===== config.mk =====
export PLATFORM = sky130hd
export DESIGN_NAME = turn_scheduler
export DESIGN_NICKNAME = d
export VERILOG_FILES = /design/src/rtl/game_pkg.sv /design/src/rtl/cycle_timer.sv /design/src/rtl/turn_scheduler.sv
export SDC_FILE = /design/constraint.sdc
export NUM_CORES = 1
export LEC_CHECK = 0
export CELL_PAD_IN_SITES_DETAIL_PLACEMENT = 0
export CELL_PAD_IN_SITES_GLOBAL_PLACEMENT = 1
export CORE_MARGIN = 5
export CORE_UTILIZATION = 45
export DETAILED_ROUTE_END_ITERATION = 7
export PLACE_DENSITY = 0.8
export SYNTH_ARGS = -nofsm -noshare
export SYNTH_HDL_FRONTEND = slang
export SYNTH_SLANG_ARGS = --single-unit

===== constraint.sdc =====
create_clock -name clk -period 6.4 [get_ports clk]
set_input_delay 1.28 -clock clk [delete_from_list [all_inputs] [get_ports clk]]
set_output_delay 1.28 -clock clk [all_outputs]
set_load 0.02 [all_outputs]

===== src/rtl/game_pkg.sv =====
// game_pkg: shared player/state/column types and a lowest-free-column helper
// for the turn scheduler.
package game_pkg;
  localparam int NUM_COLS = 7;
  typedef enum logic {P1 = 1'b0, P2 = 1'b1} player_t;
  typedef enum logic [2:0] {IDLE, WAIT_MOVE, ISSUE, LOCKOUT, DONE} sched_state_t;
  typedef logic [2:0] col_t;
  function automatic col_t first_free(input logic [7:0] full);
    first_free = '0;
    for (int i = 7; i >= 0; i--) if (!full[i]) first_free = col_t'(i);
  endfunction
endpackage


===== src/rtl/cycle_timer.sv =====
// cycle_timer: clearable, enabled up-counter that holds at its terminal count.
module cycle_timer #(
  parameter int W = 8
) (
  input  logic         clk,
  input  logic         reset,
  input  logic         clr,
  input  logic         en,
  input  logic [W-1:0] tc,
  output logic         hit
);
  logic [W-1:0] cnt;
  assign hit = cnt == tc;
  always_ff @(posedge clk or negedge reset) begin
    if (!reset) cnt <= '0;
    else if (clr) cnt <= '0;
    else if (en && !hit) cnt <= cnt + 1'b1;
  end
endmodule


===== src/rtl/turn_scheduler.sv =====
// turn_scheduler: turn-based disc insert sequencer with post-insert lockout.
// Define TURN_TIMEOUT_EN to force a move after TURN_TIMEOUT_CYCLES idle cycles.
module turn_scheduler
  import game_pkg::*;
#(
  parameter int LOCKOUT_CYCLES      = 12_500_000,
  parameter int TURN_TIMEOUT_CYCLES = 250_000_000,
  parameter int COLS                = NUM_COLS
) (
  input  logic            clk,
  input  logic            reset,
  input  logic            start,
  input  logic            game_over,
  input  logic            p1_req,
  input  logic [2:0]      p1_col,
  input  logic            p2_req,
  input  logic [2:0]      p2_col,
  input  logic [COLS-1:0] col_full,
  output logic            ins_valid,
  input  logic            ins_ready,
  output logic [2:0]      ins_col,
  output logic            ins_player,
  output logic            cur_player,
  output logic            enabled,
  output logic            reject,
  output logic            timeout
);
  localparam int MAX_CYC = LOCKOUT_CYCLES > TURN_TIMEOUT_CYCLES ? LOCKOUT_CYCLES : TURN_TIMEOUT_CYCLES;
  localparam int W = $clog2(MAX_CYC + 1);
  sched_state_t state;
  player_t cur;
  logic [7:0] full;
  logic req, legal, hit, clr, cnt_en, tmo_hit;
  col_t col;
  // Columns beyond COLS read as full, so one lookup covers range and occupancy.
  always_comb begin
    full = '1;
    full[COLS-1:0] = col_full;
  end
  assign req = cur == P2 ? p2_req : p1_req;
  assign col = cur == P2 ? p2_col : p1_col;
  assign legal = req && !full[col];
  assign cur_player = cur;
`ifdef TURN_TIMEOUT_EN
  assign cnt_en = state == WAIT_MOVE || state == LOCKOUT;
  assign tmo_hit = state == WAIT_MOVE && hit;
`else
  assign cnt_en = state == LOCKOUT;
  assign tmo_hit = 1'b0;
`endif
  assign clr = start || !(state == WAIT_MOVE || state == LOCKOUT) || (state == LOCKOUT && hit);
  cycle_timer #(.W(W)) u_timer (
    .clk,
    .reset,
    .clr,
    .en(cnt_en),
    .tc(state == LOCKOUT ? W'(LOCKOUT_CYCLES - 1) : W'(TURN_TIMEOUT_CYCLES - 1)),
    .hit
  );
  always_ff @(posedge clk or negedge reset) begin
    if (!reset) begin
      state      <= IDLE;
      cur        <= P1;
      ins_col    <= '0;
      ins_player <= 1'b0;
      ins_valid  <= 1'b0;
      enabled    <= 1'b0;
      reject     <= 1'b0;
      timeout    <= 1'b0;
    end else begin
      reject  <= 1'b0;
      timeout <= 1'b0;
      if (start && state != ISSUE) begin
        state     <= WAIT_MOVE;
        cur       <= P1;
        enabled   <= 1'b1;
        ins_valid <= 1'b0;
      end else begin
        case (state)
          WAIT_MOVE: begin
            if (game_over || (tmo_hit && !legal && &full)) begin
              state   <= DONE;
              enabled <= 1'b0;
            end else if (legal || tmo_hit) begin
              state      <= ISSUE;
              enabled    <= 1'b0;
              ins_valid  <= 1'b1;
              ins_col    <= legal ? col : first_free(full);
              ins_player <= cur;
              timeout    <= !legal;
            end else reject <= req;
          end
          ISSUE: if (ins_ready) begin
            state     <= LOCKOUT;
            ins_valid <= 1'b0;
          end
          LOCKOUT: if (hit) begin
            state   <= game_over ? DONE : WAIT_MOVE;
            enabled <= !game_over;
            if (!game_over) cur <= cur == P1 ? P2 : P1;
          end
          default: ;
        endcase
      end
    end
  end
endmodule


# == Word level (Yosys, flattened, before mapping) ==
# Cells that the tools add are included.
# totals
ff_bits,40
out_inout_bits,9
word_cells,84
# op_classes
add_sub_neg,1
n_lt_le_gt_ge,1
eq_ne,11
muxes,37
n_bitwise,2
reduce_logical,23
# op_table
op,n
$mux W28,3
$add A28 B1 Y28 const B,1
$eq A28 B28 Y1,1
$mux W1,23
$mux W3,7
$reduce_and A4 Y1,3
$ne A3 B2 Y1 const B,3
$pmux W3 S3,1
$eq A3 B2 Y1 const B,2
$ne A3 B3 Y1 const B,2
$reduce_and A3 Y1,2
$reduce_bool A2 Y1,3
$reduce_bool A3 Y1,2
$logic_not A1 Y1,5
$logic_and A1 B1 Y1,4
$lt A3 B4 Y1 const B,1
$ne A4 B3 Y1 const B,1
$pmux W1 S2,2
$reduce_bool A4 Y1,1
$bmux W1 S3,1
$eq A3 B1 Y1 const B,1
$logic_or A1 B1 Y1,3
$ne A2 B1 Y1 const B,1
$not A1 Y1,2

# == Longest topological paths before layout ==
# logic_depth
depth_word,10
depth_mapped,8

# == Hierarchy ==
# Synthesis repeated with hierarchy kept, for this count alone.
# unflattened
hier_cells,296
hier_area_um2,2771.4
# by_module_without_submodules
mod,instances,cells_each,area_per_inst_um2
cycle_timer,1,207,1981.9
turn_scheduler,1,89,789.5

# == Worst setup path after synthesis ==
# No wires, ideal clock.
# synth_path
kind,input -> register
start,input p2_col[2]
end,register ins_col[1]
setup_ns,0.125
t_arrival_ns,2.876
required_time_ns,6.275
path_slack_ns,3.399
stages,7
path_buffers,1
cell_sequence,mux2i_1 > mux2i_1 > a211oi_1 > or3_1 > or3_1 > buf_6 > mux2_4
# synth_via
elab_chain_len,6
# synth_lines
item,line_no,source
"start, declared",turn_scheduler.sv:17,"input logic [2:0] p2_col,"
$mux W3,turn_scheduler.sv:41,assign col = cur == P2 ? p2_col : p1_col;
$bmux W1 S3,turn_scheduler.sv:42,assign legal = req && !full[col];
$mux W1 (implied by the code),turn_scheduler.sv:42,
$logic_not A1 Y1,turn_scheduler.sv:42,
$logic_and A1 B1 Y1,turn_scheduler.sv:42,
$reduce_and A4 Y1 (no source line),n/a,
"end signal, assigned",turn_scheduler.sv:88,ins_col <= legal ? col : first_free(full);
"end, declared",turn_scheduler.sv:21,"output logic [2:0] ins_col,"
# Every way passes these cells. The select of a mux whose other input is x is not followed.
# A chain may end at the register's enable or synchronous reset.

# == Worst setup path in the final report ==
# layout_path
start,input p1_col[0]
end,register ins_col[1]
# layout_via
elab_chain_len,6
# layout_lines
item,line_no,source
"start, declared",turn_scheduler.sv:15,"input logic [2:0] p1_col,"
$mux W3,turn_scheduler.sv:41,
$bmux W1 S3,turn_scheduler.sv:42,
$mux W1 (implied by the code),turn_scheduler.sv:42,
$logic_not A1 Y1,turn_scheduler.sv:42,
$logic_and A1 B1 Y1,turn_scheduler.sv:42,
$reduce_and A4 Y1 (no source line),n/a,
# Every way passes these cells. The select of a mux whose other input is x is not followed.

==> flow_summary.toml <==
[yosys]
synth.distinct_cells = 48
netlist_instances = 240
syn_avg_cell_area_um2 = 9.33
synth.yosys.seq_area_share = 0.436
syn-num-nets = 261
ys_seq_elements = 39
syn-cell-area_mm2 = 0.00224
synth.yosys.warnings = 0

[clocking]
hold_buffers = 0
clkTransAtPathRegs_ns = 0.08
clockRootBuffer = "sky130_fd_sc_hd__clkbuf_8"
cts_htree_levels = 2
clkSinkCount = 39
cts_buffer_depth = 2
clock_insertion_delay_worst_skew_ns = 0.29
cts_tree = "yes"
cts.repair_timing.setup_buffer_count = 0
post_cts_resized = 0
tritoncts.num_buffers = 5

[grt]
grt_usage = 0.163
grt_first_pass_wirelength_um = 8210
grt_max_degree = 40
grt_pass1_vias = 1722
globalRoute.totalOverflow = 0
initial_antenna_violation_count = 0

[floorplan]
start_util = 0.468
total_number_of_placement_rows = 25
chipWidth_um = 80.5
ios = 29
die_area_mm2 = 0.00649
floorplan.core_area_mm2 = 0.00479
die_h_um = 80.5

[worst_hold_path]
hold_path_depth = 2
min_path_type = "reg -> reg"

[routing]
firstDrtPassIters = 4
drt_iter0_markers = 64
via_count = 1841
route.detailed.wl_per_inst_um = 14.8
wirelength_um = 4960
drt_drc_violations_left = 0
ant_nets = 0
via_count_normalized_by_instance_count = 5.50

[placed_design]
place.gp.congestion = 0.795
detailed_place_hpwl_um = 3540
port-buffer-count = 27
placed_area_mm2 = 0.00255

[cells_and_area]
leading_cell_type_in_the_layout_fill_and_taps_excluded = "sky130_fd_sc_hd__dfrtp_1"
finish.instance_area_mm2 = 0.00263
post-route-util = 0.549
final_cell_mix = "39 x sky130_fd_sc_hd__dfrtp_1, 37 x sky130_fd_sc_hd__nor2_1, 26 x sky130_fd_sc_hd__clkdlybuf4s50_1"
nNetsFinal = 288
insertedDiodeCount = 0
drive_gt1_frac = 0.0597
area_growth_syn_to_layout_pct = 17.3

[setup_path]
reg2regPathDepth = 6
critical-path-max-stage-delay_ns = 0.55
worst_path_max_delay_cell = "sky130_fd_sc_hd__clkdlybuf4s50_1"
cp.arrival_ns = 3.54
timing.critical_path.to_type = "flop"
worstSetupStartpointType = "input pin"
timing.critical_path.fanout_max = 5
path_class = "in -> reg"
critical_path_cell_list = "clkdlybuf4s50_1 > inv_1 > a2111oi_0 > a211oi_1 > or3_1 > or3_1 > mux2_4"
cp_required_ns = 6.57
cp_common_cell = "sky130_fd_sc_hd__or3_1"

[timing]
final-hold-violation-count = 0
report.final.setup_viol = 0
worstMarginPinSlew_ns = 0.960
grt_setup_unrepaired = "no"
timing.final.crit_share = 0.526
tns_ns = 0
finalClockSkew_ns = 0.00754
timing.slew.headroom = 0.351
timing_max_transition_violations_final = 0
fmax_mhz = 297
finalWorstPathRequiredPeriod_ns = 3.37

[run_status]
run_status = "completed"

[power_and_ir_drop]
power.density_mw_per_mm2 = 247
peakVddDrop_uv = 137
total_power_mw = 0.648
p_leak_nw = 1.07

[flow_run]
max_cap_viol_count = 0
==> stage by stage <==
stage,setup slack (ns),hold slack (ns),instances
2_1_floorplan,3.40,0.474,240
3_3_place_gp,2.76,0.506,327
3_5_place_dp,2.72,0.508,327
4_1_cts,3.02,0.525,335
5_1_grt,2.84,0.541,335
6_report,3.03,0.523,335
==> cell usage after synthesis (all sizes together) <==
cell type / count / area [um^2]
or4b: 1 / 10.0
a311oi: 3 / 26.3
a211oi: 1 / 7.51
nor4: 6 / 50.0
a22oi: 3 / 22.5
o31ai: 1 / 7.51
xor2: 22 / 193
dfrtp: 39 / 976
nor4b: 2 / 17.5
a31oi: 4 / 25.0
nor3: 2 / 10.0
o32a: 1 / 10.0
a21oi: 4 / 20.0
nand3: 9 / 45.0
a21boi: 1 / 7.51
and2: 3 / 18.8
nor2: 37 / 139
buf: 4 / 35.0
and2b: 1 / 7.51
or4bb: 2 / 22.5
nand4b: 2 / 17.5
xnor2: 3 / 26.3
a32o: 1 / 10.0
a2111oi: 1 / 8.76
mux2: 3 / 41.3
nor3b: 2 / 15.0
conb: 1 / 3.75
ha: 1 / 12.5
clkbuf: 3 / 11.3
or3: 3 / 20.0
nand2: 16 / 60.1
and3: 7 / 43.8
nand4: 15 / 93.8
or4: 1 / 7.51
nand2b: 3 / 18.8
or2: 2 / 12.5
nor2b: 3 / 18.8
o211ai: 1 / 7.51
o21ai: 6 / 30.0
a32oi: 1 / 8.76
inv: 11 / 41.3
mux2i: 8 / 80.1
==> routing by layer <==
layer	part of all wire	track usage
met5	0	0
met3	0.052	0.0370
met1	0.46	0.221
met2	0.48	0.257
met4	0.011	0.0507
==> flip-flops by register name (all words and copies together) (netlist names) <==
register     flops
u_timer.cnt     28
ins_valid        1
state            3
ins_player       1
ins_col          3
enabled          1
cur_player       1
reject           1
==> cell families (layout without fill, tap and decap cells) <==
| group | count (synthesis) | after routing | synth area share |
|---|---|---|---|
| compound gates | 28 | 28 | 0.0855 |
| xor+xnor | 25 | 25 | 0.0978 |
| fa+ha+maj | 1 | 1 | 0.00559 |
| buf+inv | 18 | 46 | 0.0391 |
| flops | 39 | 39 | 0.436 |
| mux | 11 | 11 | 0.0542 |
| other cells | 1 | 1 | 0.00167 |
| simple gates | 117 | 117 | 0.280 |
==> report_power, final <==
| group | leakage, nW | internal [mW] | total, mW | switching, mW |
|---|---|---|---|---|
| combinational | 0.505 | 0.0794 | 0.198 | 0.119 |
| clock | 0.0422 | 0.0765 | 0.157 | 0.0808 |
| sequential | 0.528 | 0.271 | 0.292 | 0.0217 |
==> worst paths after layout <==
check | from | end | slack (ns)
max in group asynchronous | reset | u_timer.cnt[8] | 4.74
hold / removal | enabled | enabled | 0.52
setup / recovery | p1_col[0] | ins_col[1] | 3.03
setup reg to reg | cur_player | ins_col[1] | 3.85
min in group asynchronous | reset | enabled | 1.10
hold reg to reg | enabled | enabled | 0.52
==> cell type report <==
cell class | count | area, um^2
multi-input combinational | 183 | 1180
clock inverter | 1 | 5.00
clock buffer | 7 | 76.3
tap | 67 | 83.8
timing repair buffer | 27 | 265
fill | 463 | 2160
sequential | 39 | 976
inverter | 11 | 41.3
==> critical path, delay by kind of cell <==
family	cells	cell delay (ns)
and+or+nand+nor	2	0.85
buffers and inverters	2	0.60
muxes	1	0.33
AOI/OAI and AO/OA	2	0.48
Note: power is estimated with default switching activity, not from simulation.
